<file path="src/rtl/ram_conteudo_elevador_pkg.sv">
// rtl/ram_conteudo_elevador_pkg.sv - shared sizes, floor codes and slot entry type for the car content memory
package elevador_pkg;
    localparam int DEPTH  = 8;
    localparam int TIPO_W = 2;
    localparam int DEST_W = 2;
    localparam int ADDR_W = 4;
    localparam int SLOT_W = $clog2(DEPTH);
    localparam int CNT_W  = $clog2(DEPTH + 1);

    localparam logic [DEST_W-1:0] ANDAR_0 = 2'd0;
    localparam logic [DEST_W-1:0] ANDAR_1 = 2'd1;
    localparam logic [DEST_W-1:0] ANDAR_2 = 2'd2;
    localparam logic [DEST_W-1:0] ANDAR_3 = 2'd3;

    // Packed so the stored word is {tipo, destino}
    typedef struct packed {
        logic [TIPO_W-1:0] tipo;
        logic [DEST_W-1:0] destino;
    } entry_t;

    localparam entry_t ENTRY_VAZIA = '0;
endpackage

</file>
<file path="src/rtl/ram_conteudo_elevador_if.sv">
// rtl/ram_conteudo_elevador_if.sv - load/unload/read bus of the car content memory (RAM_CONTEUDO_CONT_EN adds quantidade/vazio)
interface ram_conteudo_elevador_if;
    import elevador_pkg::*;

    logic [TIPO_W-1:0] in_tipo_objeto;
    logic [DEST_W-1:0] in_destino_objeto;
    logic              weT;
    logic              shift;
    logic              tira_objetos;
    logic [DEST_W-1:0] andar_atual;
    logic [ADDR_W-1:0] addr;
    logic [TIPO_W-1:0] tipo_objeto;
    logic [DEST_W-1:0] destino_objeto;
    logic              tem_vaga;
`ifdef RAM_CONTEUDO_CONT_EN
    logic [CNT_W-1:0]  quantidade;
    logic              vazio;
`endif

`ifdef RAM_CONTEUDO_CONT_EN
    modport master (
        output in_tipo_objeto, in_destino_objeto, weT, shift, tira_objetos, andar_atual, addr,
        input  tipo_objeto, destino_objeto, tem_vaga, quantidade, vazio
    );
    modport slave (
        input  in_tipo_objeto, in_destino_objeto, weT, shift, tira_objetos, andar_atual, addr,
        output tipo_objeto, destino_objeto, tem_vaga, quantidade, vazio
    );
`else
    modport master (
        output in_tipo_objeto, in_destino_objeto, weT, shift, tira_objetos, andar_atual, addr,
        input  tipo_objeto, destino_objeto, tem_vaga
    );
    modport slave (
        input  in_tipo_objeto, in_destino_objeto, weT, shift, tira_objetos, andar_atual, addr,
        output tipo_objeto, destino_objeto, tem_vaga
    );
`endif
endinterface

</file>
<file path="src/rtl/ram_conteudo_elevador_compacta_objetos.sv">
// rtl/ram_conteudo_elevador_compacta_objetos.sv - order-preserving removal of masked slots, survivors packed from slot 0
module compacta_objetos
    import elevador_pkg::*;
(
    input  entry_t           slots_i  [DEPTH],
    input  logic [DEPTH-1:0] valid_i,
    input  logic [DEPTH-1:0] remove_i,
    output entry_t           slots_o  [DEPTH],
    output logic [DEPTH-1:0] valid_o,
    output logic [CNT_W-1:0] count_o
);
    logic [CNT_W-1:0] k;

    always_comb begin
        slots_o = '{default: ENTRY_VAZIA};
        valid_o = '0;
        k       = '0;
        for (int i = 0; i < DEPTH; i++) begin
            if (valid_i[i] && !remove_i[i]) begin
                slots_o[k[SLOT_W-1:0]] = slots_i[i];
                valid_o[k[SLOT_W-1:0]] = 1'b1;
                k = k + 1'b1;
            end
        end
        count_o = k;
    end
endmodule

</file>
<file path="src/rtl/ram_conteudo_elevador.sv">
// rtl/ram_conteudo_elevador.sv - ordered cargo queue of the elevator car; RAM_CONTEUDO_CONT_EN exposes quantidade/vazio
module ram_conteudo_elevador
    import elevador_pkg::*;
(
    input  logic                   clk,
    input  logic                   clear,
    ram_conteudo_elevador_if.slave bus
);
    entry_t           ram_q [DEPTH];
    entry_t           ram_d [DEPTH];
    logic [DEPTH-1:0] valid_q, valid_d;
    logic [CNT_W-1:0] count_q, count_d;

    logic [DEPTH-1:0] remove;
    entry_t           comp_slots [DEPTH];
    logic [DEPTH-1:0] comp_valid;
    logic [CNT_W-1:0] comp_count;
    logic             tem_vaga;
    entry_t           leitura;

    assign tem_vaga = (count_q < CNT_W'(DEPTH));

    // Unload and shift share one compactor; only the removal mask differs
    always_comb begin
        remove = '0;
        if (bus.tira_objetos) begin
            for (int i = 0; i < DEPTH; i++)
                remove[i] = valid_q[i] && (ram_q[i].destino == bus.andar_atual);
        end else if (bus.shift) begin
            remove[0] = valid_q[0];
        end
    end

    compacta_objetos u_compacta (
        .slots_i  (ram_q),
        .valid_i  (valid_q),
        .remove_i (remove),
        .slots_o  (comp_slots),
        .valid_o  (comp_valid),
        .count_o  (comp_count)
    );

    always_comb begin
        ram_d   = ram_q;
        valid_d = valid_q;
        count_d = count_q;
        if (bus.tira_objetos || bus.shift) begin
            ram_d   = comp_slots;
            valid_d = comp_valid;
            count_d = comp_count;
        end else if (bus.weT && tem_vaga) begin
            ram_d[count_q[SLOT_W-1:0]]   = '{tipo: bus.in_tipo_objeto, destino: bus.in_destino_objeto};
            valid_d[count_q[SLOT_W-1:0]] = 1'b1;
            count_d                      = count_q + 1'b1;
        end
    end

    always_ff @(posedge clk or posedge clear) begin
        if (clear) begin
            ram_q   <= '{default: ENTRY_VAZIA};
            valid_q <= '0;
            count_q <= '0;
        end else begin
            ram_q   <= ram_d;
            valid_q <= valid_d;
            count_q <= count_d;
        end
    end

    always_comb begin
        leitura = ENTRY_VAZIA;
        if ((bus.addr < ADDR_W'(DEPTH)) && valid_q[bus.addr[SLOT_W-1:0]])
            leitura = ram_q[bus.addr[SLOT_W-1:0]];
    end

    assign bus.tipo_objeto    = leitura.tipo;
    assign bus.destino_objeto = leitura.destino;
    assign bus.tem_vaga       = tem_vaga;
`ifdef RAM_CONTEUDO_CONT_EN
    assign bus.quantidade     = count_q;
    assign bus.vazio          = (count_q == '0);
`endif
endmodule

</file>
<file path="src/flat_wrapper.sv">
// flat-port wrapper written by rule: the top's interface ports become plain ports
module ram_conteudo_elevador_flat import elevador_pkg::*;
  (clk, clear, bus_in_tipo_objeto, bus_in_destino_objeto, bus_weT, bus_shift, bus_tira_objetos, bus_andar_atual, bus_addr, bus_tipo_objeto, bus_destino_objeto, bus_tem_vaga);
  ram_conteudo_elevador_if bus_i ();
  input  logic clk;
  input  logic clear;
  input wire logic [$bits(bus_i.in_tipo_objeto)-1:0] bus_in_tipo_objeto;
  input wire logic [$bits(bus_i.in_destino_objeto)-1:0] bus_in_destino_objeto;
  input wire logic [$bits(bus_i.weT)-1:0] bus_weT;
  input wire logic [$bits(bus_i.shift)-1:0] bus_shift;
  input wire logic [$bits(bus_i.tira_objetos)-1:0] bus_tira_objetos;
  input wire logic [$bits(bus_i.andar_atual)-1:0] bus_andar_atual;
  input wire logic [$bits(bus_i.addr)-1:0] bus_addr;
  output wire logic [$bits(bus_i.tipo_objeto)-1:0] bus_tipo_objeto;
  output wire logic [$bits(bus_i.destino_objeto)-1:0] bus_destino_objeto;
  output wire logic [$bits(bus_i.tem_vaga)-1:0] bus_tem_vaga;
  assign bus_i.in_tipo_objeto = bus_in_tipo_objeto;
  assign bus_i.in_destino_objeto = bus_in_destino_objeto;
  assign bus_i.weT = bus_weT;
  assign bus_i.shift = bus_shift;
  assign bus_i.tira_objetos = bus_tira_objetos;
  assign bus_i.andar_atual = bus_andar_atual;
  assign bus_i.addr = bus_addr;
  assign bus_tipo_objeto = bus_i.tipo_objeto;
  assign bus_destino_objeto = bus_i.destino_objeto;
  assign bus_tem_vaga = bus_i.tem_vaga;
  ram_conteudo_elevador u_core (.clk(clk), .clear(clear), .bus(bus_i));
endmodule
</file>
<file path="config.mk">
export PLATFORM = sky130hd
export DESIGN_NAME = ram_conteudo_elevador_flat
export DESIGN_NICKNAME = d
export VERILOG_FILES = /design/src/rtl/ram_conteudo_elevador_pkg.sv /design/src/rtl/ram_conteudo_elevador_if.sv /design/src/rtl/ram_conteudo_elevador_compacta_objetos.sv /design/src/rtl/ram_conteudo_elevador.sv /design/src/flat_wrapper.sv
export SDC_FILE = /design/constraint.sdc
export NUM_CORES = 1
export LEC_CHECK = 0
export BUFFER_PORTS_ARGS = -buffer_cell sky130_fd_sc_hd__buf_4
export CORE_MARGIN = 2
export CORE_UTILIZATION = 50
export DETAILED_ROUTE_END_ITERATION = 7
export MAX_ROUTING_LAYER = met4
export PLACE_DENSITY = 0.72
export RECOVER_POWER = 25
export SYNTH_ARGS = -nofsm -noshare
export SYNTH_HDL_FRONTEND = slang
export SYNTH_SLANG_ARGS = --single-unit
</file>
<file path="constraint.sdc">
create_clock -name clk -period 17 [get_ports clk]
set_clock_uncertainty 0.2 [all_clocks]
set_input_delay 3.4 -clock clk [delete_from_list [all_inputs] [get_ports clk]]
set_output_delay 3.4 -clock clk [all_outputs]
set_load 0.05 [all_outputs]
</file>
==> out/metrics.cfg <==
[power]
pwr-share-seq_pct = 19.8
comb_power_share_pct = 74.5
p_clk_share_pct = 5.7
switching_power_w = 0.000847
p_leak_nw = 2.20
power_density_nw_per_um2 = 251
ir_drop_mv = 0.124
p_int_w = 0.000608
p_sw_share_pct = 58.2

[clock_network]
root_buffer = clkbuf_8
htreeDepth = 2
postCtsSetupBuffers = 0
clk_pin_slew_ns = 0.08
clock_path_buffers = 2
cts_resized = 0
cts_sinks = 44
cts_tree = done
ctsHoldBuffers = 0
cts_inserted_buffers = 5
clk_latency_ns = 0.32

[placed_design]
dp_cells = 775
hpwlAfterDp_um = 14800
portBuffers = 19
place.gp.congestion = 1.02

[logic_synthesis]
syn_inst = 666
synth_top_area_share_pct = 19.8
synthTopCellsByArea = dfrtp_1, mux2i_1, nor2_1
yosysTopAreaCell = dfrtp_1
synth_cell_types = 85
synthesis.area_um2 = 5550
ys_seq_area_share_pct = 19.8
avgSynthCellArea_um2 = 8.33
yosysMostFrequentCell = nor2_1
synth-async-reset-ratio_pct = 100
ys_top_cells_by_count = nor2_1, nand2_1, dfrtp_1, mux2i_1, nor3_1
ys.flop_type = dfrtp_1
ys_seq_elements = 44
synthesis.nets = 695
yosys_warnings = 0
synth_edf_count = 0

[critical_path]
critPathSlowestCell = a311oi_1
crit_path_frequent_cell = ha_1
crit_buf_inv = 4
cp_num_cells = 28
r2r_cells = 27
max_stage_delay_ns = 1.01
crit_family = compound AO/OA/AOI/OAI gates
worstPathMaxFanout = 10
endpoint_kind = register
critical_path_class = in2reg
cp_data_arrival_time_ns = 9.86
required_ns = 16.99
start_kind = input pin

[timing]
hold_viol = 0
setup_tns_ns = 0
rsz0062_at_grt = false
finalSetupViolCount = 0
max_slew_margin_pct = -16.6
slew_viol_final = 45
fmax_ghz = 0.101
min_period_ns = 9.87
fin_crit_sh_pct = 58.0
tightest_slew_ns = 1.75

[layout]
multi_input_area_um2 = 4140
diodes = 0
syn2layout_area_growth_pct = 4.31
finalNetCount = 671
ff_latch_area_um2 = 1100
fill_cells = 1051
final_util_pct = 53.4
drive_gt1_share_pct = 13.1
layoutNonFillerInstCount = 783

[die]
core_um2 = 10800
pin_count = 20
die_y_um = 109
die_w_um = 109
initial_utilization_pct = 51.2
num_rows = 38
die_area_um2 = 12000

[run_status]
status = finished with violations
violations = capacitance limit, slew limit

[routing]
route.detailed.drc = 0
vias_per_cell = 7.35
drt_iter0_drc = 852
detail_route.wl_per_cell_um = 26.7
routed_wl_um = 20900
routed-via-count = 5752
postRouteAntennaNets = 0
first_pass_iters = 6

[global_route]
grt_pass1_vias = 5330
grt_pass1_wl_um = 31600
grt_use_total_pct = 36.5
antenna_found_initial = 0
grt_max_degree = 46
grt.overflow.total = 0

[hold_path]
whs_path_depth = 4
hp-class = reg2reg

[flow_run]
maxCapViolCount = 1

## stage by stage
| step | hold WS, ns | setup WS, ns | total power [W] | instance area [µm²] |
|---|---|---|---|---|
| after global routing | 0.496 | 6.69 | 0.00155 | 5790 |
| after detailed placement | 0.414 | 6.99 | 0.00133 | 5680 |
| final | 0.426 | 7.13 | 0.00145 | 5790 |
| after floorplan | 0.333 | 7.83 | 0.00107 | 5550 |
| after CTS | 0.428 | 7.28 | 0.00142 | 5790 |
| after global placement | 0.389 | 7.21 | 0.00131 | 5680 |
## final timing paths
check                                    from  slack (ns)                end
max                        bus_andar_atual[1]        7.13   u_core.ram_q[11]
min                         u_core.count_q[3]        0.43  u_core.count_q[3]
max reg2reg                  u_core.ram_q[29]        9.92   u_core.ram_q[11]
min reg2reg                 u_core.count_q[3]        0.43  u_core.count_q[3]
max in group asynchronous               clear       12.15   u_core.ram_q[27]
min in group asynchronous               clear        3.45   u_core.ram_q[29]
## state kept, by name, indices dropped and copies added (netlist names)
name	cells
u_core.valid_q	8
u_core.count_q	4
u_core.ram_q	32
## cell type report
class	instances	share of cell area [%]
multi-input combinational	543	71.5
sequential	44	19.0
tap	140	3.03
timing repair buffer	23	2.98
inverter	25	1.62
clock buffer	6	1.25
clock inverter	2	0.605
## layer usage
layer	track usage, %	wire length [µm]
met5	-	0
met1	45.6	7970
met2	55.1	9310
met3	9.37	2510
met4	17.6	1120
## power by group through the flow
stage	registers (W)	logic [W]	clock network, W
2_1_floorplan	0.000178	0.000888	0
3_3_place_gp	0.000275	0.00104	0
3_5_place_dp	0.000275	0.00105	0
4_1_cts	0.000273	0.00106	0.0000827
5_1_grt	0.000281	0.00118	0.0000884
6_report	0.000288	0.00108	0.0000830
## tightest hold or removal path: cells and delay by family (launching register included)
family                 cells  cell delay [ns]
buffers and inverters      1             0.05
flip-flops                 1             0.35
AND/OR/NAND/NOR            1             0.05
AO/OA/AOI/OAI              2             0.13
## cells in the final DEF, fill, tap and decap left out, types with 5 or more instances in the layout
| cell | Yosys | routed |
|---|---|---|
| xnor2_1 | 14 | 14 |
| o31ai_1 | 12 | 10 |
| o22ai_1 | 7 | 7 |
| a31oi_1 | 21 | 21 |
| mux2i_1 | 44 | 44 |
| mux4_2 | 10 | 10 |
| nor3_2 | 5 | 5 |
| buf_4 | 3 | 22 |
| o31ai_2 | 3 | 5 |
| a211oi_1 | 22 | 22 |
| o21ai_0 | 12 | 12 |
| a22oi_1 | 16 | 16 |
| and3_1 | 6 | 6 |
| inv_1 | 24 | 24 |
| a22o_1 | 12 | 12 |
| and2_1 | 11 | 11 |
| o31a_1 | 7 | 7 |
| xor2_1 | 14 | 14 |
| a41oi_1 | 7 | 7 |
| nor4_1 | 6 | 6 |
| ha_1 | 13 | 13 |
| dfrtp_1 | 44 | 44 |
| nand3_1 | 10 | 10 |
| nor2_1 | 63 | 62 |
| clkbuf_8 | 0 | 5 |
| a21oi_1 | 19 | 19 |
| a211o_1 | 13 | 13 |
| nand2_1 | 53 | 53 |
| nor3_1 | 32 | 32 |
| a221oi_1 | 20 | 20 |
| nor3b_1 | 6 | 6 |
| nor2b_1 | 10 | 10 |
## kinds of logic after synthesis
group / after synthesis / synth area share (%)
XOR/XNOR: 37 / 7.84
AND/OR/NAND/NOR: 223 / 20.4
flip-flops: 44 / 19.8
buffers and inverters: 79 / 5.82
AO/OA/AOI/OAI: 211 / 30.0
adder cells (fa/ha/maj): 14 / 3.29
multiplexers: 58 / 12.8
Note: power is estimated with default switching activity, not from simulation.
